<file path="src/rtl/fetch_unit.sv">
`default_nettype none
// ============================================================================
// Module      : fetch_unit
// Description : Instruction fetch stage. A fetch PC register addresses the
//               instruction memory; each fetched word (with its PC and a
//               fetch-address exception flag) is pushed into a circular
//               prefetch queue that the decode stage drains through a
//               valid/ready handshake. Redirects and interrupts flush the
//               queue and restart fetch from a new target.
// Revision    : 1.0 - initial release
// ============================================================================
module fetch_unit #(
    parameter logic [31:0] RESET_PC = 32'h0000_3000,
    parameter logic [31:0] EXC_PC   = 32'h0000_4180,
    parameter logic [31:0] IM_LO    = 32'h0000_3000,
    parameter logic [31:0] IM_HI    = 32'h0000_4FFC,
    parameter int          DEPTH    = 4
) (
    input  logic                     clk,
    input  logic                     reset,
    output logic [31:0]              imem_addr,
    input  logic [31:0]              imem_data,
    input  logic                     redirect_valid,
    input  logic [31:0]              redirect_pc,
    input  logic                     int_req,
    output logic                     out_valid,
    input  logic                     out_ready,
    output logic [31:0]              out_pc,
    output logic [31:0]              out_instr,
    output logic                     out_exc,
    output logic [$clog2(DEPTH):0]   count
);

    localparam int            PW         = $clog2(DEPTH);
    localparam int            CW         = PW + 1;
    localparam logic [CW-1:0] FULL_COUNT = CW'(DEPTH);
    localparam logic [PW-1:0] PTR_ONE    = PW'(1);
    localparam logic [CW-1:0] CNT_ONE    = CW'(1);

    // Fetch state
    logic [31:0]   fetch_pc;

    // Prefetch queue storage and bookkeeping
    logic [31:0]   pc_mem    [DEPTH];
    logic [31:0]   instr_mem [DEPTH];
    logic          exc_mem   [DEPTH];
    logic [PW-1:0] wr_ptr;
    logic [PW-1:0] rd_ptr;
    logic [CW-1:0] occ;

    // Per-cycle control
    logic          flush;
    logic          fetch_exc;
    logic [31:0]   push_instr;
    logic          deq;
    logic          push;

    assign imem_addr = fetch_pc;
    assign count     = occ;

    // Flush and exception classification of the current fetch address
    always_comb begin
        flush      = redirect_valid | int_req;
        // Misaligned or outside the instruction window (unsigned compares)
        fetch_exc  = (fetch_pc[1:0] != 2'b00) | (fetch_pc < IM_LO) | (fetch_pc > IM_HI);
        // A faulting fetch must not leak whatever the memory returns
        push_instr = fetch_exc ? 32'h0000_0000 : imem_data;
    end

    // Head presentation and handshake decode
    always_comb begin
        out_valid = (occ != '0) & ~flush;
        out_pc    = pc_mem[rd_ptr];
        out_instr = instr_mem[rd_ptr];
        out_exc   = exc_mem[rd_ptr];
        deq       = out_valid & out_ready;
        // A full queue still accepts a push when the head leaves this cycle
        push      = ((occ < FULL_COUNT) | deq) & ~flush;
    end

    // Fetch PC, pointers and occupancy; reset beats interrupt beats redirect
    always_ff @(posedge clk) begin
        if (reset) begin
            fetch_pc <= RESET_PC;
            wr_ptr   <= '0;
            rd_ptr   <= '0;
            occ      <= '0;
        end else if (flush) begin
            fetch_pc <= int_req ? EXC_PC : redirect_pc;
            wr_ptr   <= '0;
            rd_ptr   <= '0;
            occ      <= '0;
        end else begin
            if (push) begin
                wr_ptr   <= wr_ptr + PTR_ONE;
                fetch_pc <= fetch_pc + 32'd4;
            end
            if (deq) begin
                rd_ptr <= rd_ptr + PTR_ONE;
            end
            case ({push, deq})
                2'b10:   occ <= occ + CNT_ONE;
                2'b01:   occ <= occ - CNT_ONE;
                default: occ <= occ;
            endcase
        end
    end

    // Queue payload write; entries need no reset because occupancy gates them
    always_ff @(posedge clk) begin
        if (push && !reset) begin
            pc_mem[wr_ptr]    <= fetch_pc;
            instr_mem[wr_ptr] <= push_instr;
            exc_mem[wr_ptr]   <= fetch_exc;
        end
    end

endmodule
`default_nettype wire

</file>
<file path="config.mk">
export PLATFORM = sky130hd
export DESIGN_NAME = fetch_unit
export DESIGN_NICKNAME = d
export VERILOG_FILES = /design/src/rtl/fetch_unit.sv
export SDC_FILE = /design/constraint.sdc
export NUM_CORES = 1
export LEC_CHECK = 0
export BUFFER_PORTS_ARGS = -buffer_cell sky130_fd_sc_hd__buf_2
export CAP_MARGIN = 20
export CELL_PAD_IN_SITES_DETAIL_PLACEMENT = 2
export CELL_PAD_IN_SITES_GLOBAL_PLACEMENT = 2
export CORE_ASPECT_RATIO = 2
export CORE_MARGIN = 1
export CORE_UTILIZATION = 40
export CTS_CLUSTER_DIAMETER = 200
export DETAILED_ROUTE_END_ITERATION = 16
export PLACE_DENSITY_LB_ADDON = 0.1
export SYNTH_ARGS = -nofsm -noshare
export SYNTH_HDL_FRONTEND = slang
export SYNTH_SLANG_ARGS = --single-unit
export TNS_END_PERCENT = 100
</file>
<file path="constraint.sdc">
create_clock -name clk -period 5.3 [get_ports clk]
set_clock_uncertainty 0.1 [all_clocks]
set_input_delay 1.06 -clock clk [delete_from_list [all_inputs] [get_ports clk]]
set_output_delay 1.06 -clock clk [all_outputs]
set_load 0.05 [all_outputs]
</file>
## Word level (Yosys, flattened, before mapping)

Memories as Yosys holds them, arrays and structs flattened. A register that Yosys moved wholly into a read port is not among the register bits.
Cells that the tools add are included.

| word-level totals | value |
|---|---|
| flip-flop bits (word level) | 39 |
| RAM bits | 260 |
| output and inout port bits | 101 |
| word-level logic and storage cells | 45 |
| memories | 3 |

Memory list:

| name | words | bits a word | rd ports | clocked after memory_dff | wr ports | line | RTL |
|---|---|---|---|---|---|---|---|
| instr_mem | 4 | 32 | 1 | 1 | 1 | 45 | `logic [31:0] instr_mem [DEPTH];` |
| pc_mem | 4 | 32 | 1 | 1 | 1 | 44 | `logic [31:0] pc_mem [DEPTH];` |
| exc_mem | 4 | 1 | 1 | 1 | 1 | 46 | `logic exc_mem [DEPTH];` |

| operators by class | value |
|---|---|
| $add $sub $neg | 5 |
| $lt $le $gt $ge | 3 |
| eq/ne operators | 2 |
| mux-type cells | 13 |
| bitwise operators | 8 |
| reduce and logical (&&, ||, !) cells | 7 |

Operators by type and width:

| kind | count |
|---|---|
| two-way mux 32 bit | 4 |
| adder 32 x 3 -> 32 bit, second input constant | 1 |
| > comparator 32 x 15 -> 1 bit, second input constant | 1 |
| less-than comparator 32 x 14 -> 1 bit, second input constant | 1 |
| two-way mux 2 bit | 6 |
| case mux 3 bit (2 select lines) | 1 |
| nonzero test 2 bit | 3 |
| adder 2 x 1 -> 2 bit, second input constant | 2 |
| bitwise OR 1 bit | 4 |
| adder 3 x 1 -> 3 bit, second input constant | 1 |
| bitwise AND 1 bit | 3 |
| less-than comparator 3 bit, second input constant | 1 |
| nonzero test 3 bit | 1 |
| subtractor 3 x 1 -> 3 bit, second input constant | 1 |
| == test 2 x 1 -> 1 bit, second input constant | 1 |
| == test 2 bit, second input constant | 1 |
| two-way mux 1 bit | 2 |
| OR reduction 2 bit | 1 |
| logical AND 1 bit | 1 |
| zero test 1 bit | 1 |
| NOT 1 bit | 1 |

## Depth between registers and ports, before layout

Gate-level depths: netlist of the first run.

| depth | value |
|---|---|
| depth after elaboration | 9 |
| depth in mapped cells | 9 |
| gate-level depth less buffers | 8 |

## Worst setup path after synthesis of the first run

OpenSTA, ideal clock, no wires.

| timing path | value |
|---|---|
| path kind | input port to flip-flop |
| from | input redirect_valid |
| to | memory exc_mem[0], enable pin |
| data arrival time | 3.472 ns |
| data required time | 4.770 ns |
| setup slack | 1.297 ns |
| cell stages on the path | 5 |
| cell sequence | buf_2 -> or2_2 -> clkbuf_1 -> nor2_1 -> and3_1 |

| on the way | value |
|---|---|
| longest elaborated chain between the ends | 9 |

Ends and longest elaborated chain:

| item | line | RTL |
|---|---|---|
| start, declared | 23 | `input logic redirect_valid,` |
| bitwise OR 1 bit (*) | 63 | `flush = redirect_valid \| int_req;` |
| NOT 1 bit (*) | 72, 78 |  |
| bitwise AND 1 bit | 72 | `out_valid = (occ != '0) & ~flush;` |
| bitwise AND 1 bit | 76 | `deq = out_valid & out_ready;` |
| bitwise OR 1 bit | 78 | `push = ((occ < FULL_COUNT) \| deq) & ~flush;` |
| bitwise AND 1 bit (*) | 78 |  |
| logical AND 1 bit (*) | 111 | `if (push && !reset) begin` |
| two-way mux 1 bit (*) | 111 |  |
| two-way mux 1 bit (implied by the code) (*) | 114 | `exc_mem[wr_ptr] <= fetch_exc;` |
| end, declared | 46 |  |

Every way passes the cells marked *; elsewhere a longest branch is shown, timed or not.

==> flow_metrics.tcl, run 1 <==
set metrics [dict create \
    status "finished clean" \
    cap_violations 0 \
    clk_pin_slew_ns 0.07 \
    syn_avg_cell_area_um2 17.5 \
    postRouteAntennaNets 0 \
    clock_path_buffers 3 \
    synth_top_cell_area_share_pct 65.1 \
    worst-endpoint-arrival_ns 2.70 \
    ir_worst_vdd_v 0.000241 \
    gp_congestion 0.841 \
    timing.rr.end "imem_addr[24]" \
    top_usage_layer "met2" \
    tns_ns 0 \
    vias 7095 \
    grt-ovfl-total 0 \
    die_h_um 247 \
    root_buffer "clkbuf_16" \
    gr-usage-met2_pct 42.2 \
    crit_required_ns 4.14 \
    track_usage_pct 22.1 \
    cts_setup_buffers 0 \
    ys_seq_area_share_pct 71.9 \
    hold_viol 0 \
    cp_max_fo 35 \
    cts_hold_buf 0 \
    hold_depth 2 \
    cts_tree "yes" \
    fin_crit_sh_pct 72.9 \
    reg2reg_depth 6 \
    wl_mm 33.7 \
    htreeDepth 1 \
    synth_nets 764 \
    hp-class "reg -> reg" \
    end_kind "output port" \
    rsz0062_at_grt "no" \
    slew_violations 0 \
    grt_pass1_vias 7908 \
    hp-start "wr_ptr[1]" \
    reg2reg_from "imem_addr[3]" \
    synth_area_um2 12000 \
    ys_top_cells_by_area "edfxtp_1, mux4_2, dfxtp_1" \
    portBuffers 169 \
    fin_crit_ns 3.86 \
    grt_util_met1_pct 25.2 \
    cp-start-kind "flop" \
    synth_edf_count 260 \
    diodes 0 \
    hpwlAfterDp_mm 22.7 \
    drive_gt1_share_pct 33.8 \
    synthesis.instances 687 \
    synth_ff_type "edfxtp_1" \
    setup_viol 0 \
    yosysTopAreaCell "edfxtp_1" \
    hold_end "wr_ptr[1]" \
    yosys_warnings 0 \
    total_leakage_power_nw 4.91 \
    max_clock_freq_mhz 259 \
    start_util_pct 40.6 \
    vias_per_cell 5.69 \
    coreArea_um2 29500 \
    row_count 89 \
    gr-usage-met3_pct 2.51 \
    die_area_um2 30700 \
    max_slew.worst_pin.slew_ns 1.12 \
    critPathKind "reg -> out" \
    nets 938 \
    maxSlewHeadroom_pct 25.2 \
    first_pass_iters 5 \
    async_reset_ff_share_pct 0 \
    clkLatencyLatePin_ns 0.55 \
    cellPowerDensity_nw_per_um2 340 \
    antenna_found_initial 1 \
    grt_first_pass_wirelength_mm 50.5 \
    cts_sinks 301 \
    drc 0 \
    areaGrowthSynthToFinish_pct 17.8 \
    dp_slack_ns 1.49 \
    die_w_um 124 \
    post_drt_wl_per_cell_um 27.1 \
    cts_buffers 28 \
    synth_cell_types 58 \
    r2r_slack_ns 2.64 \
    cts-resized-gates 0 \
    setup_slack_ns 1.44 \
    drt_iter0_drc 358 \
    io_pins 170 \
    ys_seq_elements 301 \
    grt_start_max_net_pins 66 \
]
==> per-stage QoR <==
stage               total power, mW  hold slack [ns]  area [um^2]  cells  util (%)
finish                         4.80            0.413        14100   1246      47.9
detailed placement             2.91            0.413        13300   1195      44.9
global route                   4.94            0.435        14100   1246      47.9
floorplan                      2.80            0.369        12000    687         -
CTS                            4.85            0.422        14100   1246      47.9
global placement               2.89            0.387        13300   1195      44.9
==> area by class of cell <==
class | count | area [um^2]
clock buffers | 39 | 783
clock inverters | 12 | 86.3
fillers | 2722 | 15400
inverters | 9 | 33.8
multi-input cells | 345 | 3230
flip-flops and latches | 301 | 8640
well taps | 364 | 455
repair buffers | 176 | 898
==> per-layer routing <==
layer / wire length (um) / up-vias
li1: - / 3115
met1: 12600 / 3719
met2: 18900 / 215
met3: 1250 / 46
met4: 929 / 0
met5: 0 / -
==> cell usage after synthesis, types with 3 or more instances <==
cell	count
edfxtp_1	260
mux4_2	65
dfxtp_1	41
nor2_1	37
and2_1	34
nand2_1	25
a21oi_1	24
clkbuf_1	22
o21ai_0	17
nand3_1	16
nor3_1	11
nand4_1	10
and3_1	9
ha_1	8
inv_1	8
xor2_1	7
a31oi_1	6
buf_2	6
nor4_1	6
mux2i_1	5
a211oi_1	4
buf_1	4
nor2b_1	4
o221ai_1	4
xnor2_1	4
a221oi_1	3
o31a_1	3
or2_2	3
or3_1	3
==> kinds of logic after synthesis <==
kind of cell	count (synthesis)	synth area share [%]
AO/OA/AOI/OAI	85	4.73
XOR/XNOR	11	0.803
adder cells (fa/ha/maj)	8	0.834
buffers and inverters	41	1.35
flip-flops	301	71.9
multiplexers	70	12.6
AND/OR/NAND/NOR	171	7.74
==> worst max-delay path, stage by stage (launching register included) <==
cell and delay (ns):
dfxtp_4 0.82, buf_4 0.47, mux4_2 0.58, buf_2 0.23
==> worst max-delay path by stage <==
stage	end	slack, ns	cells past startpoint
after floorplan	exc_mem[0]	1.30	5
after global placement	pc_mem[0][7]	1.63	4
after detailed placement	instr_mem[0][9]	1.49	4
after CTS	out_instr[22]	1.32	3
after global routing	out_exc	1.22	3
final	out_instr[22]	1.44	3
==> sequential cells by signal, summed over array words and instances (netlist names), named ones only <==
signal and cells:
instr_mem 128, pc_mem 128, imem_addr 32, exc_mem 4, count 3, rd_ptr 2
wr_ptr 2
==> cells in the final DEF, fill, tap and decap left out, types with 5 or more instances in the layout <==
cell type and count:
buf_4 7, mux4_2 65, nor2_1 37, clkbuf_16 29, clkinv_1 6, nor3_1 10
dfxtp_1 39, inv_1 8, nand4_1 10, ha_1 8, nor4_1 6, o21ai_0 17
clkbuf_1 8, buf_2 169, and3_1 5, a31oi_1 6, nand3_1 16, mux2i_1 5
edfxtp_1 260, a21oi_1 24, nand2_1 25, and2_1 34, xor2_1 7
==> power by group <==
part           internal [mW]  total, mW  switching, mW
sequential              2.59       2.62         0.0340
clock                   1.08       1.95          0.868
combinational         0.0676      0.230          0.163
total                   3.73       4.80           1.06
No activity file was read; power rests on OpenSTA's default activity.
==> inputs of run 2 (changes only) <==
==> constraint.sdc (replaced) <==
create_clock -name clk -period 3.7 [get_ports clk]
set_clock_uncertainty 0.1 [all_clocks]
set_input_delay 0.74 -clock clk [delete_from_list [all_inputs] [get_ports clk]]
set_output_delay 0.74 -clock clk [all_outputs]
set_load 0.05 [all_outputs]
==> run 2 against run 1 <==
Combinational power is 44% higher. Cell area rose by 1.7%. Cell count up 0.80%. Core utilization grew 0.83 points. Die area unchanged. Clock power up 52%. Non-clock buffer count rose by 9. Setup slack lost 0.92 ns. Worst hold slack got worse by 0.11 ns. Register-to-register slack got worse by 1.8 ns. Global-route usage increased by 1.3 points. Via count grew 0.76%. Critical endpoint is now out_pc[13].
==> flow_metrics.tcl, run 2 (synthesized netlist as in run 1, its figures left out) <==
set metrics [dict create \
    cts_hold_buf 0 \
    grt_pass1_vias 8077 \
    drive_gt1_share_pct 35.4 \
    grt-ovfl-total 0 \
    final_cell_mix "edfxtp_1, buf_2, mux4_2, dfxtp_1, nor2_1" \
    die_w_um 124 \
    setup_viol 0 \
    die_area_um2 30700 \
    end_kind "output port" \
    clock_path_buffers 3 \
    ir_worst_vdd_v 0.000320 \
    cp_max_fo 29 \
    vias 7149 \
    cts_setup_buffers 0 \
    status "finished clean" \
    die_h_um 247 \
    dp_cells 1204 \
    p_total_mw 7.06 \
    row_count 89 \
    start_util_pct 40.6 \
    hp-class "in -> reg" \
    clk_pin_slew_ns 0.07 \
    max_clock_freq_mhz 314 \
    antenna_found_initial 0 \
    tns_ns 0 \
    hold_depth 3 \
    hpwlAfterDp_mm 24.1 \
    slew_violations 0 \
    max_slew.worst_pin.slew_ns 1.12 \
    placed_cell_area_um2 13400 \
    track_usage_pct 23.4 \
    portBuffers 169 \
    io_pins 170 \
    clkLatencyLatePin_ns 0.56 \
    first_pass_iters 6 \
    reg2reg_depth 5 \
    critPathKind "reg -> out" \
    cp-start-kind "flop" \
    worst-endpoint-arrival_ns 2.34 \
    layout.cells.non_filler 1256 \
    crit_required_ns 2.86 \
    nets 947 \
    root_buffer "clkbuf_16" \
    gp_congestion 0.834 \
    final_cell_area_um2 14400 \
    cts-resized-gates 0 \
    htreeDepth 1 \
    cap_violations 0 \
    hold_viol 0 \
    cts_sinks 301 \
    coreArea_um2 29500 \
    grt_first_pass_wirelength_mm 52.9 \
    postRouteAntennaNets 0 \
    diodes 0 \
    vias_per_cell 5.69 \
    areaGrowthSynthToFinish_pct 19.8 \
    layout_commonest_cell "edfxtp_1" \
    fin_crit_sh_pct 86.0 \
    cts_tree "yes" \
    wl_mm 35.4 \
    drt_iter0_drc 381 \
    total_leakage_power_nw 5.02 \
    fin_crit_ns 3.18 \
    cts_buffers 28 \
    rsz0062_at_grt "no" \
    post_drt_wl_per_cell_um 28.2 \
    maxSlewHeadroom_pct 24.7 \
    grt_start_max_net_pins 66 \
    cellPowerDensity_nw_per_um2 492 \
    drc 0 \
]
## run 2: cell types whose count changed in the layout (fill, tap and decap cells not counted), sizes merged
cell | previous run | this run
clkinvlp | 0 | 2
bufinv | 1 | 2
inv | 8 | 10
buf | 176 | 185
clkbuf | 39 | 37
clkinv | 12 | 10
## run 2: critical path, cell delays in order, from the launching register on
cell and delay [ns]:
dfxtp_4 0.60, buf_12 0.31, mux4_2 0.61, buf_2 0.25
## run 2: path summary, 6_finish.rpt
kind	start	end	slack [ns]
hold / removal	redirect_pc[30]	imem_addr[30]	0.30
hold reg to reg	wr_ptr[1]	wr_ptr[1]	0.45
setup / recovery	flop	out_pc[13]	0.52
setup reg to reg	imem_addr[16]	imem_addr[28]	0.80
## run 2: area by class of cell
type,instances,area (um^2)
Clock buffer,37,806
Sequential cell,301,8640
Fill cell,2792,15100
Multi-Input combinational cell,345,3230
Tap cell,364,455
Timing Repair Buffer,185,1070
Inverter,9,33.8
Clock inverter,15,143
## run 2: routing by layer
layer / vias up / global-route usage [%] / routed length [um]
li1: 3131 / - / -
met1: 3759 / 25.4 / 12800
met2: 201 / 46.5 / 20500
met3: 58 / 2.14 / 1020
met4: 0 / 8.08 / 1020
met5: - / 0 / 0
## run 2: stage by stage
step                      hold slack, ns  setup WS [ns]  util, %
final                              0.301          0.520     48.7
after detailed placement           0.432          0.593     45.5
after CTS                          0.289          0.432     48.7
after global routing               0.324          0.382     48.7
after global placement             0.403          0.699     45.5
after floorplan                    0.369         0.0174        -
## run 2: report_power, final
group / leakage, nW / total [mW] / internal (mW) / switching, mW
Combinational: 1.82 / 0.332 / 0.0992 / 0.233
Clock: 0.469 / 2.97 / 1.68 / 1.29
Sequential: 2.73 / 3.76 / 3.71 / 0.0520
